--- config.mk ---
export PLATFORM = sky130hd
export DESIGN_NAME = prime_stepper
export DESIGN_NICKNAME = d
export VERILOG_FILES = /design/src/rtl/prime_stepper_pkg.sv /design/src/rtl/prime_stepper_remainder_unit.sv /design/src/rtl/prime_stepper.sv
export SDC_FILE = /design/constraint.sdc
export NUM_CORES = 1
export LEC_CHECK = 0
export ABC_AREA = 0
export BUFFER_PORTS_ARGS = -buffer_cell sky130_fd_sc_hd__buf_2
export CORE_MARGIN = 4
export CORE_UTILIZATION = 65
export DETAILED_ROUTE_END_ITERATION = 12
export GPL_ROUTABILITY_DRIVEN = 1
export PLACE_DENSITY = 0.82
export REMOVE_ABC_BUFFERS = 1
export SLEW_MARGIN = 0
export SYNTH_ARGS = -nofsm -noshare
export SYNTH_HDL_FRONTEND = slang
export SYNTH_SLANG_ARGS = --single-unit
export TNS_END_PERCENT = 100
--- constraint.sdc ---
create_clock -name clk -period 18 [get_ports clk]
set_clock_uncertainty 0.2 [all_clocks]
set_input_delay 2.7 -clock clk [delete_from_list [all_inputs] [get_ports clk]]
set_output_delay 2.7 -clock clk [all_outputs]
set_load 0.01 [all_outputs]
--- src/rtl/prime_stepper_pkg.sv ---
// Shared constants for the prime stepper: FSM state encodings and the first prime.
// Pure declarations; no logic, no latency, no flow control.
package prime_stepper_pkg;

    typedef logic [2:0] state_t;

    localparam state_t ST_IDLE   = 3'd0;
    localparam state_t ST_INC    = 3'd1;
    localparam state_t ST_CHECK  = 3'd2;
    localparam state_t ST_DIVIDE = 3'd3;
    localparam state_t ST_FOUND  = 3'd4;

    localparam int FIRST_PRIME = 2;

endpackage

--- src/rtl/prime_stepper_remainder_unit.sv ---
// Restoring-division remainder, one quotient bit per cycle; done_o pulses WIDTH+1 cycles after start_i.
// No backpressure: start_i is honoured whenever it is high, abort_i drops any division in flight.
module remainder_unit #(
    parameter int WIDTH = 16
) (
    input  logic             clk,
    input  logic             rst_n,
    input  logic             start_i,
    input  logic             abort_i,
    input  logic [WIDTH-1:0] dividend_i,
    input  logic [WIDTH-1:0] divisor_i,
    output logic [WIDTH-1:0] rem_o,
    output logic             done_o
);

    localparam int CW = $clog2(WIDTH + 1);

    logic             r_busy;
    logic             r_done;
    logic [CW-1:0]    r_cnt;
    logic [WIDTH-1:0] r_dvd;
    logic [WIDTH-1:0] r_dvs;
    logic [WIDTH-1:0] r_rem;

    logic [WIDTH:0]   w_trial;
    logic [WIDTH:0]   w_diff;
    logic             w_ge;

    // Partial remainder is always below the divisor, so one extra bit holds the shifted trial.
    assign w_trial = {r_rem, r_dvd[WIDTH-1]};
    assign w_diff  = w_trial - {1'b0, r_dvs};
    assign w_ge    = (w_trial >= {1'b0, r_dvs});

    always_ff @(posedge clk or negedge rst_n) begin
        if (!rst_n) begin
            r_busy <= 1'b0;
            r_done <= 1'b0;
            r_cnt  <= '0;
            r_dvd  <= '0;
            r_dvs  <= '0;
            r_rem  <= '0;
        end else begin
            r_done <= 1'b0;
            if (abort_i) begin
                r_busy <= 1'b0;
            end else if (start_i) begin
                r_busy <= 1'b1;
                r_cnt  <= CW'(WIDTH);
                r_dvd  <= dividend_i;
                r_dvs  <= divisor_i;
                r_rem  <= '0;
            end else if (r_busy) begin
                r_rem <= w_ge ? w_diff[WIDTH-1:0] : w_trial[WIDTH-1:0];
                r_dvd <= r_dvd << 1;
                r_cnt <= r_cnt - CW'(1);
                if (r_cnt == CW'(1)) begin
                    r_busy <= 1'b0;
                    r_done <= 1'b1;
                end
            end
        end
    end

    assign rem_o  = r_rem;
    assign done_o = r_done;

endmodule

--- src/rtl/prime_stepper.sv ---
// Steps prime_o to the next prime by trial division up to sqrt(candidate); data-dependent latency.
// next_i is dropped while busy or overflowed; clear_i aborts and returns to 2 with no valid_o.
module prime_stepper
    import prime_stepper_pkg::*;
#(
    parameter int WIDTH = 16
) (
    input  logic             clk,
    input  logic             rst_n,
    input  logic             next_i,
    input  logic             clear_i,
    output logic [WIDTH-1:0] prime_o,
    output logic             busy_o,
    output logic             valid_o,
    output logic             overflow_o
);

    localparam logic [WIDTH-1:0] ONE = WIDTH'(1);

    state_t           r_state;
    logic [WIDTH-1:0] r_prime;
    logic [WIDTH-1:0] r_cand;
    logic [WIDTH-1:0] r_div;
    logic             r_ovf;

    logic [2*WIDTH-1:0] w_sq;
    logic               w_root_passed;
    logic               w_start;
    logic [WIDTH-1:0]   w_rem;
    logic               w_rem_done;

    // Full-width square so the sqrt bound never truncates near the top of the range.
    assign w_sq          = {{WIDTH{1'b0}}, r_div} * {{WIDTH{1'b0}}, r_div};
    assign w_root_passed = (w_sq > {{WIDTH{1'b0}}, r_cand});
    assign w_start       = (r_state == ST_CHECK) && !w_root_passed && !clear_i;

    remainder_unit #(.WIDTH(WIDTH)) u_rem (
        .clk        (clk),
        .rst_n      (rst_n),
        .start_i    (w_start),
        .abort_i    (clear_i),
        .dividend_i (r_cand),
        .divisor_i  (r_div),
        .rem_o      (w_rem),
        .done_o     (w_rem_done)
    );

    always_ff @(posedge clk or negedge rst_n) begin
        if (!rst_n) begin
            r_state <= ST_IDLE;
            r_prime <= WIDTH'(FIRST_PRIME);
            r_cand  <= '0;
            r_div   <= '0;
            r_ovf   <= 1'b0;
        end else if (clear_i) begin
            r_state <= ST_IDLE;
            r_prime <= WIDTH'(FIRST_PRIME);
            r_ovf   <= 1'b0;
        end else begin
            case (r_state)
                ST_IDLE: begin
                    if (next_i && !r_ovf) begin
                        r_cand  <= r_prime + ONE;
                        r_state <= ST_INC;
                    end
                end
                ST_INC: begin
                    if (r_cand == '0) begin
                        r_ovf   <= 1'b1;
                        r_state <= ST_IDLE;
                    end else begin
                        r_div   <= WIDTH'(2);
                        r_state <= ST_CHECK;
                    end
                end
                // prime_o is loaded on entry to FOUND so it is already stable while valid_o is high.
                ST_CHECK: begin
                    if (w_root_passed) begin
                        r_prime <= r_cand;
                        r_state <= ST_FOUND;
                    end else begin
                        r_state <= ST_DIVIDE;
                    end
                end
                ST_DIVIDE: begin
                    if (w_rem_done) begin
                        if (w_rem == '0) begin
                            r_cand  <= r_cand + ONE;
                            r_state <= ST_INC;
                        end else begin
                            r_div   <= r_div + ONE;
                            r_state <= ST_CHECK;
                        end
                    end
                end
                ST_FOUND: r_state <= ST_IDLE;
                default:  r_state <= ST_IDLE;
            endcase
        end
    end

    assign prime_o    = r_prime;
    assign busy_o     = (r_state != ST_IDLE);
    assign valid_o    = (r_state == ST_FOUND);
    assign overflow_o = r_ovf;

endmodule

# Word level (Yosys, flattened, before mapping)

Cells that the tools add are included.

Bits in registers: 107
Bits in latches: 0
RAM bits: 0
Memory bits (read-only): 0
Output and inout port bits: 19
Memories: 0

Add/sub/neg operators: 5
Multiply operators: 1
Div/mod/pow operators: 0
Order comparisons: 2
Equal/unequal tests: 12
Shifts and indexed selects: 0
Multiplexer cells: 36
Bitwise gates (word level): 1
Reductions and logical operators: 24

Operators by type and width:

| cell                                                               | count |
|---|---|
| 16-bit two-way mux                                                 | 14 |
| 16-bit one-hot mux with 2 select lines                             | 2 |
| 16-bit by 1-bit adder with 16-bit output, second input constant    | 3 |
| 32-bit by 16-bit greater-than comparator with 1-bit output         | 1 |
| 16-bit zero test                                                   | 2 |
| 16-bit by 16-bit multiplier with 32-bit output                     | 1 |
| 17-bit by 16-bit >= comparator with 1-bit output                   | 1 |
| 16-bit subtractor                                                  | 1 |
| 2-bit nonzero test                                                 | 7 |
| 3-bit two-way mux                                                  | 4 |
| 3-bit one-hot mux with 4 select lines                              | 1 |
| 1-bit two-way mux                                                  | 11 |
| 5-bit two-way mux                                                  | 2 |
| 2-bit AND reduction                                                | 5 |
| 5-bit AND reduction                                                | 2 |
| 2-bit inequality test, second input constant                       | 4 |
| 3-bit by 2-bit == test with 1-bit output, second input constant    | 2 |
| 5-bit by 1-bit == test with 1-bit output, second input constant    | 1 |
| 5-bit by 1-bit subtractor with 5-bit output, second input constant | 1 |
| 2-bit two-way mux                                                  | 2 |
| 3-bit by 1-bit == test with 1-bit output, second input constant    | 1 |
| 3-bit == test, second input constant                               | 1 |
| 1-bit logical AND                                                  | 3 |
| 1-bit zero test                                                    | 3 |
| other kinds (6)                                                    | 6 |

# Depth between registers and ports, before layout

Word-level depth: 7
Mapped depth: 37

# Modules after synthesis

A second synthesis with hierarchy kept.

Cells, all modules: 1,704
Area total of the unflattened synthesis: 14,701.6 um^2

Modules (own cells, without submodules):

| module         | instances | cells an instance | area each (um^2) |
|---|---|---|---|
| prime_stepper  | 1         | 1,350             | 11,373.4 |
| remainder_unit | 1         | 354               | 3,328.2 |

# Least setup slack after synthesis

No wires, ideal clock.

Path kind: register to register
From: register r_div[4]
To: register u_rem.r_dvs[13]
Setup time: 128 ps
Arrival: 8,045 ps
Data required time: 17,672 ps
Slack: 9,627 ps
Cell stages (with the launch flop): 30
Path buffers: 3
Period minus slack after synthesis: 8,373 ps
Cells stage by stage: dfrtp_1 clkbuf_1 clkbuf_1 nand2_1 fa_1 fa_1 inv_1 fa_1 fa_1 fa_1 inv_1 fa_1 inv_1 ha_1 and4_1 nand2_1 a211oi_1 nor2_1 xnor2_1 ha_1 and4_1 a221oi_1 a21oi_1 nor4_1 nand4_1 a2111o_1 nor4b_4 and2b_1 buf_4 mux2_1

Cells in the longest elaborated chain, start to end: 6

RTL lines:

| item                                                       | line                               | text |
|---|---|---|
| start, declared                                            | prime_stepper.sv:23                | `logic [WIDTH-1:0] r_div;` |
| start signal, assigned                                     | prime_stepper.sv:91                | `r_div <= r_div + ONE;` |
| 16-bit by 16-bit multiplier with 32-bit output             | prime_stepper.sv:33                | `assign w_sq = {{WIDTH{1'b0}}, r_div} * {{WIDTH{1'b0}}, r_div};` |
| 32-bit by 16-bit greater-than comparator with 1-bit output | prime_stepper.sv:34                | `assign w_root_passed = (w_sq > {{WIDTH{1'b0}}, r_cand});` |
| 1-bit zero test                                            | prime_stepper.sv:35                | `assign w_start = (r_state == ST_CHECK) && !w_root_passed && !clear_i;` |
| 1-bit logical AND (2 in series)                            | prime_stepper.sv:35                |  |
| 2-bit AND reduction (no line)                              | --                                 |  |
| end signal, assigned                                       | prime_stepper_remainder_unit.sv:50 | `r_dvs <= divisor_i;` |
| end, declared                                              | prime_stepper_remainder_unit.sv:22 | `logic [WIDTH-1:0] r_dvs;` |

Every way passes these cells.
A chain may end at the register's enable or synchronous reset.

# Worst setup path after layout

From: register r_div[1]
To: register u_rem.r_dvs[14]

Same word-level chain as after synthesis.

==> results.md <==
* Vias in the first global route at approximately 12000
* FP Rows at between 50 and 60
* Port bufs at 22
* Fin. max-slew vios at 0
* Run status: completed
* Fillers at about 1600
* Startpoint Class: flip-flop
* Fin crit period at around 9.6 ns
* Fin crit share at 0.5347
* Largest family of logic cells by synthesized area: adder cells
* Initial core utilization at 0.6698
* Pin count of the biggest net entering global routing at 77
* Area of the multi-input gates at just over 10000 µm²
* Die Span Y at ~160 µm
* Vias per cell at between 6 and 7
* Hold-fix buffers, CTS at 0
* Synth area leader: fa_1
* Final Hold Vio Count at 0
* Critical path arrival at between 9 and 10 ns
* Setup tns final at 0 ns
* DR pass1 iterations at 5
* Avg Cell Area, Syn at 8.742 µm²
* Final hold slack at between 0.2 and 0.3 ns
* Post-synth EDFFs at 0
* Sequential fraction of the synthesis area at 0.1879
* Crit. End Element: flip-flop
* Hold Path Stages at 1
* HPWL Detailed at between 20000 and 30000 µm
* Peak Freq at about 100 MHz
* Worst-path fanout max at 37
* Synth-to-Final Area Change at 3.738%
* Nets at around 1900
* Max-cap violations at 0
* Synth Area in Compound Gates at 0.1365
* Ys flop type: dfrtp_1
* CTS root buffer: clkbuf_16
* Warning count from the yosys run at 0
* Worst path slowest cell: and2b_1
* Die area at around 24000 µm²
* RSZ-0062 raised after global routing: false
* Xor/xnor share of the synthesized area at 0.03071
* Worst R2R Path Depth at 31
* Share of cells above drive strength 1 at 0.04050
* Synth top area cells: fa_1 23%, dfrtp_1 19%, ha_1 12%
* Setup Buffers After CTS at 0
* CP required at 18.04 ns
* Deepest clock path buffer count at 2
* Die Wd at roughly 160 µm
* CP max stage delay at approximately 0.76 ns
* Power Density at about 59 nW/µm²
* CTS Buf Count at 9
* Most frequent cells in the layout: 274 x inv_1, 164 x fa_1, 137 x ha_1
* Total track usage at 0.2888
* Initial antenna violation count at 0
* Grt ovf at 0
* Yosys top cell area share at 0.2303
* DRT Wirelength at about 33000 µm
* Slew @ Worst Pin at 1.132 ns
* Wire length per cell at 17.67 µm
* Adder-Cell Fraction of Synth Area at 0.3505
* H-Tree Depth at 3
* Max_slew headroom at 0.2380
* Setup violations, final at 0
* Share of synthesized registers carrying an async set or reset at 1.000
* Synth Cell Area at around 14000 µm²
* Unique masters post-synth at 76
* Core Area at 21290 µm²
* Mux contribution to synthesized area at 0.02211
* Clk sink count at around 110
* Worst min-delay path class: reg -> reg
* I/O Pins at 23
* Clk Latency, worst-skew pair at about 0.37 ns
* Most common cell after layout, fill and taps aside: inv_1
* Mapped Cells at 1631
* DRT antenna net count at 0
* DRC errors left at 0
* Worst-path clk slew at approximately 0.08 ns
* DR vias at ~11000
* Leak at 7.775 nW
* First-pass GRT wire length at 57380 µm
* Routability cong. at 1.003
* Initial drt markers at roughly 1100
* VDD IR max at around 0.053 mV
* Worst setup path category: reg -> reg
* Area taken by flip-flops and latches at 2679 µm²
* Resize count post-CTS at 0
* CTS tree: built
* Post-synthesis simple-gate area fraction at 0.1785
* Final antenna diode count at 0
* #FFs+latches synth at 107
-- cells in the mapped netlist, types with 3 or more instances --
cell type and number:
nor3b_1 6, inv_1 274, a211oi_1 5, nor3_1 20, mux2_2 3, o21ai_1 13, o21a_1 8, nand2b_1 47
and3_1 5, a21oi_1 108, o21ai_0 48, o21bai_1 3, o2bb2ai_1 18, nand2_1 129, clkbuf_1 56, o31ai_1 14
or3_1 13, fa_1 164, o22ai_1 3, nand3b_1 20, nand4_1 13, nor4_1 14, and4_1 5, and2_1 56
dfrtp_1 106, nor2b_1 12, a31oi_1 3, buf_4 4, nand4b_1 3, a221o_1 16, nor2_1 102, a22oi_1 3
o211ai_1 5, o22a_1 3, mux2_1 9, xor2_1 17, a21boi_0 5, ha_1 137, nand3_1 39, mux2i_1 18
a21o_1 20, buf_2 11, xnor2_1 33
-- state kept, by name, summed over array words and instances (netlist names), 3 cells and up --
register     count
prime_o         16
r_cand          16
r_div           16
u_rem.r_dvd     16
u_rem.r_dvs     16
u_rem.rem_o     16
u_rem.r_cnt      5
r_state          3
-- metrics by stage --
| stage | cell area, µm² | cells | worst slack [ns] | utilization | total power, mW |
|---|---|---|---|---|---|
| floorplan | 13950 | 1558 | 8.809 | - | 0.5758 |
| global placement | 14490 | 1864 | 8.653 | 0.6805 | 0.6534 |
| detailed placement | 14490 | 1864 | 8.489 | 0.6805 | 0.6675 |
| CTS | 14790 | 1880 | 8.449 | 0.6949 | 0.8751 |
| global route | 14790 | 1880 | 7.777 | 0.6949 | 0.9375 |
| finish | 14790 | 1880 | 8.375 | 0.6949 | 0.8777 |
-- critical path: cells and delay by family (launching register included) --
kind / cells / cell delay, ns
adder cells (fa/ha/maj): 8 / 3.79
AND/OR/NAND/NOR: 9 / 2.28
AO/OA/AOI/OAI: 5 / 1.27
buffers and inverters: 7 / 0.70
flip-flops: 1 / 0.67
multiplexers: 1 / 0.40
XOR/XNOR: 1 / 0.14
-- power breakdown --
part	internal [mW]	switching, mW
Combinational	0.138	0.195
Clock	0.0995	0.107
Sequential	0.284	0.0538
Total	0.521	0.356
-- final timing paths --
check | endpoint | slack, ns | startpoint
worst max-delay path | u_rem.r_dvs[14]$_DFFE_PN0P_ | 8.37 | r_div[1]$_DFFE_PN0P_
worst min-delay path | u_rem.r_dvs[8]$_DFFE_PN0P_ | 0.29 | u_rem.r_dvs[8]$_DFFE_PN0P_
worst max register to register | u_rem.r_dvs[14]$_DFFE_PN0P_ | 8.37 | r_div[1]$_DFFE_PN0P_
worst min register to register | u_rem.r_dvs[8]$_DFFE_PN0P_ | 0.29 | u_rem.r_dvs[8]$_DFFE_PN0P_
max in group asynchronous | u_rem.r_dvd[13]$_DFFE_PN0P_ | 14.19 | rst_n
min in group asynchronous | u_rem.rem_o[14]$_DFFE_PN0P_ | 2.07 | rst_n
-- final cells by class --
cell class	count	share of cell area
Multi-Input combinational cell	1177	0.6933
Sequential cell	107	0.1811
Inverter	274	0.06953
Tap cell	275	0.02326
Clock buffer	9	0.01523
Timing Repair Buffer	31	0.01218
Clock inverter	7	0.005414
-- cells by family (layout without fill, tap and decap cells) --
logic type      Yosys count  count (layout)
flops                   107             107
mux                      30              30
compound gates          300             300
xor+xnor                 50              50
fa+ha+maj               301             301
buf+inv                 347             321
simple gates            496             496
-- layer usage --
layer	share of wire	routed length [µm]	global-route usage	vias up
met5	0	0	0	-
met4	0.014	476	0.06033	0
met3	0.066	2186	0.05049	44
met2	0.49	16240	0.4824	388
met1	0.43	14330	0.4008	5583
li1	-	-	-	5310
(Power assumes the default switching activity.)
